==> config.mk <==
export PLATFORM = sky130hd
export DESIGN_NAME = frame_detector
export DESIGN_NICKNAME = d
export VERILOG_FILES = /design/src/rtl/frame_detector_pkg.sv /design/src/rtl/frame_serializer.sv /design/src/rtl/frame_detector.sv
export SDC_FILE = /design/constraint.sdc
export NUM_CORES = 1
export LEC_CHECK = 0
export ABC_AREA = 1
export CAP_MARGIN = 30
export CORE_UTILIZATION = 62
export DETAILED_ROUTE_END_ITERATION = 12
export HOLD_SLACK_MARGIN = 0.12
export PLACE_DENSITY = 0.89
export SYNTH_ARGS = -nofsm -noshare
export SYNTH_HDL_FRONTEND = slang
export SYNTH_SLANG_ARGS = --single-unit
==> constraint.sdc <==
create_clock -name clk_in -period 3.1 [get_ports clk_in]
set_input_delay 0.465 -clock clk_in [delete_from_list [all_inputs] [get_ports clk_in]]
set_output_delay 0.465 -clock clk_in [all_outputs]
set_load 0.01 [all_outputs]
==> src/rtl/frame_detector_pkg.sv <==
`default_nettype none
// +--------------------------------------------------------------------------+
// | Module      : frame_detector_pkg                                         |
// | Description : Shared constants, receiver state encoding and helper       |
// |               functions (Gray encoding, word-wide CRC-16-CCITT step)     |
// |               for the framed-stream receiver.                            |
// | Revision    : 1.0 - initial release                                      |
// +--------------------------------------------------------------------------+
package frame_detector_pkg;

    localparam logic [15:0] HDR_WORD  = 16'hE0E0;
    localparam logic [15:0] TRL_WORD  = 16'h0E0E;
    localparam logic [15:0] CRC_POLY  = 16'h1021;
    localparam logic [15:0] CRC_INIT  = 16'h0000;
    localparam int          MAX_WORDS = 8;

    // Receiver state encoding
    typedef logic [1:0] state_t;
    localparam state_t ST_HUNT  = 2'd0;
    localparam state_t ST_HDR   = 2'd1;
    localparam state_t ST_BODY  = 2'd2;
    localparam state_t ST_CHECK = 2'd3;

    function automatic logic [15:0] bin2gray(input logic [15:0] b);
        return b ^ (b >> 1);
    endfunction

    // One 16-bit word through the CRC register, MSB first.
    function automatic logic [15:0] crc16_word(input logic [15:0] crc,
                                               input logic [15:0] w);
        logic [15:0] c;
        c = crc;
        for (int i = 15; i >= 0; i--) begin
            if (c[15] ^ w[i]) begin
                c = (c << 1) ^ CRC_POLY;
            end else begin
                c = c << 1;
            end
        end
        return c;
    endfunction

endpackage
`default_nettype wire

==> src/rtl/frame_serializer.sv <==
`default_nettype none
// +--------------------------------------------------------------------------+
// | Module      : frame_serializer                                           |
// | Description : Single-frame output buffer. Captures a payload on i_load   |
// |               when idle, then shifts every word out Gray-coded, MSB     |
// |               first, on every channel selected by the mask.             |
// | Ports       : clk, rst_n          clock / async active-low reset         |
// |               i_load              store request (ignored while busy)     |
// |               i_words/i_count     payload words and number of words      |
// |               i_mask              one bit per output channel             |
// |               o_dout/o_vld        registered per-channel bit and valid   |
// |               o_full/o_empty      registered buffer occupancy            |
// | Revision    : 1.0 - initial release                                      |
// +--------------------------------------------------------------------------+
module frame_serializer
    import frame_detector_pkg::*;
(
    input  logic                        clk,
    input  logic                        rst_n,
    input  logic                        i_load,
    input  logic [MAX_WORDS-1:0][15:0]  i_words,
    input  logic [3:0]                  i_count,
    input  logic [7:0]                  i_mask,
    output logic [7:0]                  o_dout,
    output logic [7:0]                  o_vld,
    output logic                        o_full,
    output logic                        o_empty
);

    logic [MAX_WORDS-1:0][15:0] r_gray;
    logic [3:0]                 r_count;
    logic [7:0]                 r_mask;
    logic [2:0]                 r_widx;
    logic [3:0]                 r_bidx;
    logic                       r_full;
    logic                       r_empty;
    logic [7:0]                 r_dout;
    logic [7:0]                 r_vld;

    logic [MAX_WORDS-1:0][15:0] w_gray_n;
    logic [3:0]                 w_count_n;
    logic [7:0]                 w_mask_n;
    logic [2:0]                 w_widx_n;
    logic [3:0]                 w_bidx_n;
    logic                       w_full_n;
    logic [15:0]                w_cur;
    logic                       w_bit;
    logic [7:0]                 w_vld_n;
    logic [7:0]                 w_dout_n;

    always_comb begin
        w_gray_n  = r_gray;
        w_count_n = r_count;
        w_mask_n  = r_mask;
        w_widx_n  = r_widx;
        w_bidx_n  = r_bidx;
        w_full_n  = r_full;
        if (r_full) begin
            // A load arriving while busy is dropped here by design.
            if (r_bidx == 4'd15) begin
                w_bidx_n = 4'd0;
                if ({1'b0, r_widx} == (r_count - 4'd1)) begin
                    w_full_n = 1'b0;
                end else begin
                    w_widx_n = r_widx + 3'd1;
                end
            end else begin
                w_bidx_n = r_bidx + 4'd1;
            end
        end else if (i_load) begin
            w_full_n  = 1'b1;
            w_widx_n  = 3'd0;
            w_bidx_n  = 4'd0;
            w_count_n = i_count;
            w_mask_n  = i_mask;
            for (int i = 0; i < MAX_WORDS; i++) begin
                w_gray_n[i] = bin2gray(i_words[i]);
            end
        end
        // Outputs are computed from the next position so they leave flops.
        w_cur    = w_gray_n[w_widx_n];
        w_bit    = w_cur[4'd15 - w_bidx_n];
        w_vld_n  = w_full_n ? w_mask_n : 8'h00;
        w_dout_n = w_bit ? w_vld_n : 8'h00;
    end

    always_ff @(posedge clk or negedge rst_n) begin
        if (!rst_n) begin
            r_gray  <= '0;
            r_count <= 4'd0;
            r_mask  <= 8'h00;
            r_widx  <= 3'd0;
            r_bidx  <= 4'd0;
            r_full  <= 1'b0;
            r_empty <= 1'b1;
            r_dout  <= 8'h00;
            r_vld   <= 8'h00;
        end else begin
            r_gray  <= w_gray_n;
            r_count <= w_count_n;
            r_mask  <= w_mask_n;
            r_widx  <= w_widx_n;
            r_bidx  <= w_bidx_n;
            r_full  <= w_full_n;
            r_empty <= ~w_full_n;
            r_dout  <= w_dout_n;
            r_vld   <= w_vld_n;
        end
    end

    assign o_dout  = r_dout;
    assign o_vld   = r_vld;
    assign o_full  = r_full;
    assign o_empty = r_empty;

endmodule
`default_nettype wire

==> src/rtl/frame_detector.sv <==
`default_nettype none
// +--------------------------------------------------------------------------+
// | Module      : frame_detector                                             |
// | Description : Hunts a 16-bit stream for E0E0 E0E0 headers, captures the  |
// |               channel mask and 1..8 payload words, verifies the          |
// |               CRC-16-CCITT word and hands good frames to the serializer. |
// | Ports       : clk_in, rst_n       clock / async active-low reset         |
// |               data_in             stream word, one per cycle             |
// |               data_out_chN        serial payload bit, channel N          |
// |               data_vld_chN        valid for data_out_chN                 |
// |               fifo_empty/full     output buffer occupancy                |
// |               crc_valid/crc_err   one-cycle frame result pulses          |
// | Revision    : 1.0 - initial release                                      |
// +--------------------------------------------------------------------------+
module frame_detector
    import frame_detector_pkg::*;
(
    input  logic        clk_in,
    input  logic        rst_n,
    input  logic [15:0] data_in,
    output logic        data_out_ch1,
    output logic        data_out_ch2,
    output logic        data_out_ch3,
    output logic        data_out_ch4,
    output logic        data_out_ch5,
    output logic        data_out_ch6,
    output logic        data_out_ch7,
    output logic        data_out_ch8,
    output logic        data_vld_ch1,
    output logic        data_vld_ch2,
    output logic        data_vld_ch3,
    output logic        data_vld_ch4,
    output logic        data_vld_ch5,
    output logic        data_vld_ch6,
    output logic        data_vld_ch7,
    output logic        data_vld_ch8,
    output logic        fifo_empty,
    output logic        fifo_full,
    output logic        crc_valid,
    output logic        crc_err
);

    // Body words received before an unterminated body is abandoned.
    localparam logic [3:0] c_BODY_CAP = 4'd10;

    state_t                     r_state,     w_state_n;
    logic                       r_prev_hdr,  w_prev_hdr_n;
    logic [7:0]                 r_mask,      w_mask_n;
    logic [MAX_WORDS-1:0][15:0] r_body,      w_body_n;
    logic [3:0]                 r_cnt,       w_cnt_n;
    logic [15:0]                r_crc,       w_crc_n;
    logic [15:0]                r_crc_prev,  w_crc_prev_n;
    logic                       r_last_trl,  w_last_trl_n;
    logic [3:0]                 r_plen,      w_plen_n;
    logic                       r_crc_valid, w_crc_valid_n;
    logic                       r_crc_err,   w_crc_err_n;

    logic w_is_hdr;
    logic w_is_trl;
    logic [7:0] w_ser_dout;
    logic [7:0] w_ser_vld;

    assign w_is_hdr = (data_in == HDR_WORD);
    assign w_is_trl = (data_in == TRL_WORD);

    always_comb begin
        w_state_n     = r_state;
        w_prev_hdr_n  = r_prev_hdr;
        w_mask_n      = r_mask;
        w_body_n      = r_body;
        w_cnt_n       = r_cnt;
        w_crc_n       = r_crc;
        w_crc_prev_n  = r_crc_prev;
        w_last_trl_n  = r_last_trl;
        w_plen_n      = r_plen;
        w_crc_valid_n = 1'b0;
        w_crc_err_n   = 1'b0;
        case (r_state)
            // CHECK only exists to present the result pulse; the stream
            // keeps being hunted so a new frame may start immediately.
            ST_HUNT, ST_CHECK: begin
                w_state_n = ST_HUNT;
                if (w_is_hdr && r_prev_hdr) begin
                    w_state_n    = ST_HDR;
                    w_prev_hdr_n = 1'b0;
                end else begin
                    w_prev_hdr_n = w_is_hdr;
                end
            end
            ST_HDR: begin
                if (!w_is_hdr) begin
                    if (data_in[7:0] == 8'h00) begin
                        w_state_n = ST_HUNT;
                    end else begin
                        w_state_n    = ST_BODY;
                        w_mask_n     = data_in[7:0];
                        w_cnt_n      = 4'd0;
                        w_crc_n      = CRC_INIT;
                        w_crc_prev_n = CRC_INIT;
                        w_last_trl_n = 1'b0;
                    end
                end
            end
            ST_BODY: begin
                if (w_is_trl && r_last_trl) begin
                    // r_cnt counts payload + CRC + first trailer.
                    w_prev_hdr_n = 1'b0;
                    if (r_cnt >= 4'd3 && r_cnt <= c_BODY_CAP) begin
                        w_state_n = ST_CHECK;
                        w_plen_n  = r_cnt - 4'd2;
                        // r_crc_prev has run over payload and CRC word;
                        // with zero init and no final XOR a match leaves 0.
                        if (r_crc_prev == 16'h0000) begin
                            w_crc_valid_n = 1'b1;
                        end else begin
                            w_crc_err_n = 1'b1;
                        end
                    end else begin
                        w_state_n = ST_HUNT;
                    end
                end else if (r_cnt == c_BODY_CAP) begin
                    // Body already too long to be legal: drop the frame.
                    w_state_n    = ST_HUNT;
                    w_prev_hdr_n = w_is_hdr;
                end else begin
                    // The CRC word and trailers are never replayed, so only
                    // payload positions are kept.
                    if (r_cnt < 4'(MAX_WORDS)) begin
                        w_body_n[r_cnt[2:0]] = data_in;
                    end
                    w_cnt_n      = r_cnt + 4'd1;
                    w_crc_prev_n = r_crc;
                    w_crc_n      = crc16_word(r_crc, data_in);
                    w_last_trl_n = w_is_trl;
                end
            end
            default: w_state_n = ST_HUNT;
        endcase
    end

    always_ff @(posedge clk_in or negedge rst_n) begin
        if (!rst_n) begin
            r_state     <= ST_HUNT;
            r_prev_hdr  <= 1'b0;
            r_mask      <= 8'h00;
            r_body      <= '0;
            r_cnt       <= 4'd0;
            r_crc       <= CRC_INIT;
            r_crc_prev  <= CRC_INIT;
            r_last_trl  <= 1'b0;
            r_plen      <= 4'd0;
            r_crc_valid <= 1'b0;
            r_crc_err   <= 1'b0;
        end else begin
            r_state     <= w_state_n;
            r_prev_hdr  <= w_prev_hdr_n;
            r_mask      <= w_mask_n;
            r_body      <= w_body_n;
            r_cnt       <= w_cnt_n;
            r_crc       <= w_crc_n;
            r_crc_prev  <= w_crc_prev_n;
            r_last_trl  <= w_last_trl_n;
            r_plen      <= w_plen_n;
            r_crc_valid <= w_crc_valid_n;
            r_crc_err   <= w_crc_err_n;
        end
    end

    // The payload stays untouched in r_body through CHECK, so the load
    // can follow the crc_valid pulse by one cycle.
    frame_serializer u_ser (
        .clk     (clk_in),
        .rst_n   (rst_n),
        .i_load  (r_crc_valid),
        .i_words (r_body),
        .i_count (r_plen),
        .i_mask  (r_mask),
        .o_dout  (w_ser_dout),
        .o_vld   (w_ser_vld),
        .o_full  (fifo_full),
        .o_empty (fifo_empty)
    );

    assign crc_valid    = r_crc_valid;
    assign crc_err      = r_crc_err;
    assign data_out_ch1 = w_ser_dout[0];
    assign data_out_ch2 = w_ser_dout[1];
    assign data_out_ch3 = w_ser_dout[2];
    assign data_out_ch4 = w_ser_dout[3];
    assign data_out_ch5 = w_ser_dout[4];
    assign data_out_ch6 = w_ser_dout[5];
    assign data_out_ch7 = w_ser_dout[6];
    assign data_out_ch8 = w_ser_dout[7];
    assign data_vld_ch1 = w_ser_vld[0];
    assign data_vld_ch2 = w_ser_vld[1];
    assign data_vld_ch3 = w_ser_vld[2];
    assign data_vld_ch4 = w_ser_vld[3];
    assign data_vld_ch5 = w_ser_vld[4];
    assign data_vld_ch6 = w_ser_vld[5];
    assign data_vld_ch7 = w_ser_vld[6];
    assign data_vld_ch8 = w_ser_vld[7];

endmodule
`default_nettype wire

Yosys cells after proc, flatten, opt, wreduce, memory -nomap -nowiden
Index checks and enable logic that the tools add are counted.

Order comparisons: 7. Bitwise operators: 46. Shifts and indexed selects: 0. $add $sub $neg: 6. Multiplexer cells: 122. Divide/modulo/power cells: 0. Reductions and logical operators: 17. Equal/unequal tests: 13. Multiply operators: 0.

Operators by type and width (number): $mux W16 (53); $mux W128 (2); $mux W13 (16); $bwmux W128 (1); $xor A16 B15 Y16 (8); $pmux W16 S2 (2); $bmux W16 S3 (1); $demux W16 S3 (1); $not A3 Y3 (16); $mux W8 (4); $mux W4 (7); $mux W1 (21); $eq A16 B12 Y1 const B (1); $eq A16 B16 Y1 const B (1); $logic_not A16 Y1 (1); $xor A1 B1 Y1 (16); $mux W3 (4); $mux W2 (5); $add A4 B1 Y4 const B (2); $eq A4 B4 Y1 const B (2); $logic_not A8 Y1 (1); $lt A3 B4 Y1 const B (2); $ne A2 B2 Y1 const B (4); $pmux W4 S2 (1); other kinds (25) (39).

Output and inout port bits: 20. Register bits after elaboration: 347. ROM bits: 0. Memories: 0. Latch bits: 0. Bits of input ports: 18. RAM bits: 0.

Logic depth before layout (Yosys ltp)
Depth after elaboration: 80. Depth in mapped cells: 22. Gate-level depth less buffers: 21.

Hierarchy
A second synthesis with hierarchy kept.

Cell total of the unflattened synthesis: 2072. Area total of the unflattened synthesis: 17520.6 sq um.

Modules (own cells, without submodules): frame_serializer (sequential area each 4130.2 sq um, cells each 1078, area each 9039.9 sq um, times used 1); frame_detector (sequential area each 4554.4 sq um, cells each 994, area each 8480.6 sq um, times used 1).

Worst setup path after synthesis
No wires, ideal clock.

Kind: register -> register. Start: register r_cnt[0]. End: register r_cnt[0]. Required time: 2954 ps. Setup slack: 502 ps. Library setup time: 146 ps. Data arrival time: 2452 ps. Cell stages (with the launch flop): 14. Clock period less this slack: 2598 ps. Cells stage by stage: dfrtp_1 -> clkbuf_1 -> inv_1 -> ha_1 -> nand3_1 -> inv_1 -> nand2_1 -> o21ai_0 -> a31oi_1 -> nand2_1 -> nor2_1 -> clkbuf_1 -> buf_2 -> a21oi_1.

Cells in the longest elaborated chain, start to end: 4. Elaborated cells between the ends (all ways): 7. Those cells by class: add/sub (1); eq/ne (2); mux (3); reduce/logical (1).

RTL lines: from (decl) (line frame_detector.sv:50) `logic [3:0] r_cnt, w_cnt_n;`; from (signal assigned) (line frame_detector.sv:159) `r_cnt <= w_cnt_n;`; $add A4 B1 Y4 (line frame_detector.sv:131) `w_cnt_n = r_cnt + 4'd1;`; $mux W4 (line frame_detector.sv:121) `end else if (r_cnt == c_BODY_CAP) begin`; $mux W4 (line frame_detector.sv:105) `if (w_is_trl && r_last_trl) begin`; $pmux W4 S2 (line frame_detector.sv:78) `case (r_state)`.

Parallel ways exist; a longest one is shown, timed or not. The select of a mux whose other input is x is not followed. A chain may end at the register's enable or synchronous reset.

Final worst setup path
Start: register u_ser.r_count[0]. End: register u_ser.r_dout[7], in the netlist u_ser.o_dout[7].

Cells in the longest elaborated chain, start to end: 10. Elaborated cells between the ends (all ways): 14. Those cells by class: add/sub (1); eq/ne (1); mux (12).

RTL lines: from (decl) (line frame_serializer.sv:31) `logic [3:0] r_count;`; from (signal assigned) (line frame_serializer.sv:100) `r_count <= w_count_n;`; $sub A4 B1 Y4 (*) (line frame_serializer.sv:62) `if ({1'b0, r_widx} == (r_count - 4'd1)) begin`; $eq A3 B4 Y1 (*) (line frame_serializer.sv:62); $mux W3 (line frame_serializer.sv:62); $mux W3 (line frame_serializer.sv:60) `if (r_bidx == 4'd15) begin`; $mux W3 (line frame_serializer.sv:58) `if (r_full) begin`; $bmux W16 S3 (line frame_serializer.sv:81) `w_cur = w_gray_n[w_widx_n];`; $mux W16 (not written as such) (line frame_serializer.sv:81); $bmux W1 S4 (line frame_serializer.sv:82) `w_bit = w_cur[4'd15 - w_bidx_n];`; $mux W1 (not written as such) (line frame_serializer.sv:82); $mux W8 (*) (line frame_serializer.sv:84) `w_dout_n = w_bit ? w_vld_n : 8'h00;`; via u_ser.w_dout_n[7] (line frame_serializer.sv:49) `logic [7:0] w_dout_n;`; to (signal assigned) (line frame_serializer.sv:106) `r_dout <= w_dout_n;`; to (decl) (line frame_serializer.sv:37) `logic [7:0] r_dout;`.

The timed path passes the listed nets; every way through them passes the cells marked *. The select of a mux whose other input is x is not followed.

==> metrics <==
Max-Cap Viols 0; fmax roughly 320 MHz; core area approximately 26000 um2; CTS Buf Count 36; Syn Inst Count 1750; register share of total power 43.7%; leakage 8.76 nW; final core utilization between 70% and 80%; Die Ht 166 um; switching part of the total 30.3%; initial antenna violation count 1; total number of vias 13400; CTS Buffer Depth 3; Post-DP HPWL between 20 and 30 mm; worst r2r dst u_ser.o_dout[7]; Total GRT Usage between 30% and 40%; post-synthesis async set-or-reset flop share 100%; Period minus WS final between 3 and 4 ns; io pins 38; layout cell share with drive strength beyond 1 14.7%; YS warnings 0; WP data required between 3 and 4 ns; delay-heaviest family, CP simple AND/OR/NAND/NOR gates; vias in the first global route between 10000 and 15000; starting density of the core 63.8%; die width 166 um; Comb pwr share 23.7%; WHS Endpoint u_ser.r_gray[65]; wire length per cell 20.9 um; first-pass GRT wire length slightly below 70 mm; Worst-Margin Slew 1.05 ns; Clk pwr share 32.6%; die area 27700 um2; Setup Viol. Count Final 0; Crit path buffers/inverters 4; residual DRC count 2; Synth Flop Type dfrtp_1; CTS clk-pin slew, worst paths 0.07 ns; initial DRC count 1747; synth unique cells 45; fin. max-slew vios 0; critical path type flop to flop; status finished, violations left; FP Rows 59; mapped cell area 16800 um2; pre-CTS setup slack -0.0845 ns; largest net degree at the start of global routing 104; pwr/cell area 726 nW/um2; Placer Congestion 0.931; Mapped Nets 1781; Routed WL 45.4 mm; FF-to-FF setup slack 0.003 ns; register area share after synthesis 51.8%; Overflow after GRT 0; CTS H-tree depth 2; Detail Route Antenna Nets 0; Worst slew margin 29.5%; Hold Vio Cnt, Final 0; final worst setup slack 0.00338 ns; Hold/Removal Path Class flop to flop; min-delay src u_ser.r_gray[65]; Final Skew approximately 0.029 ns; Clock Sinks 347; Slowest Stage Delay on Critical Path 0.41 ns; Setup crit end kind flop; Arr. time, crit path 3.51 ns; slowest stage cell, crit path dfrtp_1; flop and latch count out of synthesis 347; CTS tree yes; vias per cell 6.17; final worst path period share 99.9%; setup TNS 0 ns; worst r2r path cells 21; Nets about 1800; EDFF count, synth 0; VDD IR-drop max 612 uV; Mean Syn Cell Area roughly 9.6 um2; DR pass1 iterations 12; crit-path max FO 21; port bufs 37; Synth-to-Final Area Change 14.9%; hold slack 0.489 ns; Hold Path Stages 2; violated checks design-rule violations; CTS root buf clkbuf_16; clock latency at the later pin of the worst-skew pair roughly 0.54 ns; crit start category flop; internal power 9.75 mW; switching power 4.23 mW; CP Cell Sequence inv_2 > ha_2 > nand2_1 > inv_1 > nor2_1 > nand3_2 > inv_2 > nand2_2 > nand3_4 > nand2_8 > buf_12 > nand2_1 > nand3_1 > nand2_1 > nand2_1 > nand3_1 > nand3_1 > nand3_1 > nand3b_1 > nand2_4 > nor2_1; RR Startpoint u_ser.r_count[0]
==> registers in the layout, indices dropped and copies added, names as in the netlist, 2 cells and up <==
signal         count
r_body           128
r_cnt              4
r_crc             16
r_crc_prev        16
r_mask             8
r_plen             4
r_state            2
u_ser.o_dout       8
u_ser.o_vld        8
u_ser.r_bidx       4
u_ser.r_count      4
u_ser.r_gray     128
u_ser.r_mask       8
u_ser.r_widx       3
==> repair_timing <==
action | in CTS | in global routing
endpoints found under the setup margin | 4 | 16
endpoints found under the hold margin | 92 | 0
hold buffers | 1 | 0
pin swaps | 0 | 5
gates resized for setup | 4 | 28
buffers inserted | 0 | 11
cloned | 0 | 3
==> cells in the mapped netlist (all sizes together), types with 19 or more instances <==
master	n	area [um2]
nand3	169	858
nand2	322	1240
mux2	77	867
inv	181	679
clkbuf	20	76.3
dfrtp	346	8660
o21a	97	728
or2	20	125
xnor2	144	1280
o21ai	124	624
nand3b	25	188
buf	71	389
nor2	52	210
xor2	19	174
==> power groups by stage <==
stage	clock network, mW	logic (mW)	registers [mW]
floorplan	0	2.49	5.97
global placement	0	3.03	6.09
detailed placement	0	3.16	6.15
CTS	4.55	3.25	6.08
global route	4.76	3.62	6.19
finish	4.55	3.31	6.11
==> worst reg2reg max path, stage by stage, from the launching register on <==
cell      delay (ns)
dfrtp_1         0.41
inv_2           0.10
ha_2            0.30
nand2_1         0.08
inv_1           0.04
nor2_1          0.12
nand3_2         0.13
inv_2           0.09
nand2_2         0.12
nand3_4         0.20
nand2_8         0.13
buf_12          0.19
nand2_1         0.08
nand3_1         0.09
nand2_1         0.12
nand2_1         0.08
nand3_1         0.10
nand3_1         0.10
nand3_1         0.09
nand3b_1        0.14
nand2_4         0.19
nor2_1          0.09
==> stage by stage <==
stage	area, um2	instances	total power, mW
5_1_grt	19300	2168	14.6
4_1_cts	19000	2152	13.9
3_3_place_gp	17700	2087	9.12
6_report	19300	2169	14.0
3_5_place_dp	17700	2087	9.32
2_1_floorplan	16800	1750	8.46
==> layout by cell type, fill, tap and decap left out, types with 5 or more instances in the layout <==
master / n
xor2_1: 18
ha_1: 12
xnor2_1: 141
o22ai_1: 18
inv_1: 171
nor4_1: 8
inv_2: 7
nand4_1: 5
nand2_4: 5
o21ai_0: 108
clkbuf_1: 7
clkinv_1: 7
buf_12: 15
buf_4: 50
nor2_1: 45
nand3b_1: 25
a21oi_1: 14
nor3_4: 6
nand2_1: 314
mux2_2: 75
nand3_1: 166
or2_2: 19
o21ai_1: 15
clkdlybuf4s50_1: 36
dfrtp_1: 346
nor2_2: 6
clkbuf_8: 9
o21a_1: 97
clkbuf_16: 41
==> layer usage <==
layer  wire (um)  track usage (%)  vias to the layer above
met5           0                0                        -
met4        2320             14.8                        0
met3        4430             6.87                      215
met2       21600             52.4                      848
met1       17000             40.3                     6539
li1            -                -                     5785
==> worst max path at each step <==
stage	startpoint	end	slack [ns]	cells past startpoint
2_1_floorplan	r_cnt[0]	r_cnt[0]	0.50	13
3_3_place_gp	data_in[8]	r_body[122]	0.06	10
3_5_place_dp	data_in[1]	r_crc_prev[13]	-0.08	11
4_1_cts	u_ser.r_count[0]	u_ser.o_dout[7]	0.02	18
5_1_grt	u_ser.r_count[0]	u_ser.o_dout[7]	-0.11	21
6_report	u_ser.r_count[0]	u_ser.o_dout[7]	0.003	21
==> final cells by class <==
cell class | count | area (um2)
tap | 335 | 419
sequential | 347 | 8680
clock buffer | 54 | 1100
fill | 1590 | 7020
clock inverter | 10 | 146
timing repair buffer | 110 | 1200
inverter | 189 | 728
antenna | 1 | 2.50
multi-input combinational | 1123 | 6970
==> logic make-up (layout without fill, tap and decap cells) <==
group	after synthesis	after routing	share of synthesized area [%]
AO/OA/AOI/OAI	260	260	9.50
multiplexers	77	77	5.17
flip-flops	347	347	51.8
buffers and inverters	280	363	7.01
AND/OR/NAND/NOR	610	610	16.8
XOR/XNOR	163	163	8.70
adder cells (fa/ha/maj)	13	13	0.970
other	0	1	0
Note: power is estimated with default switching activity, not from simulation.
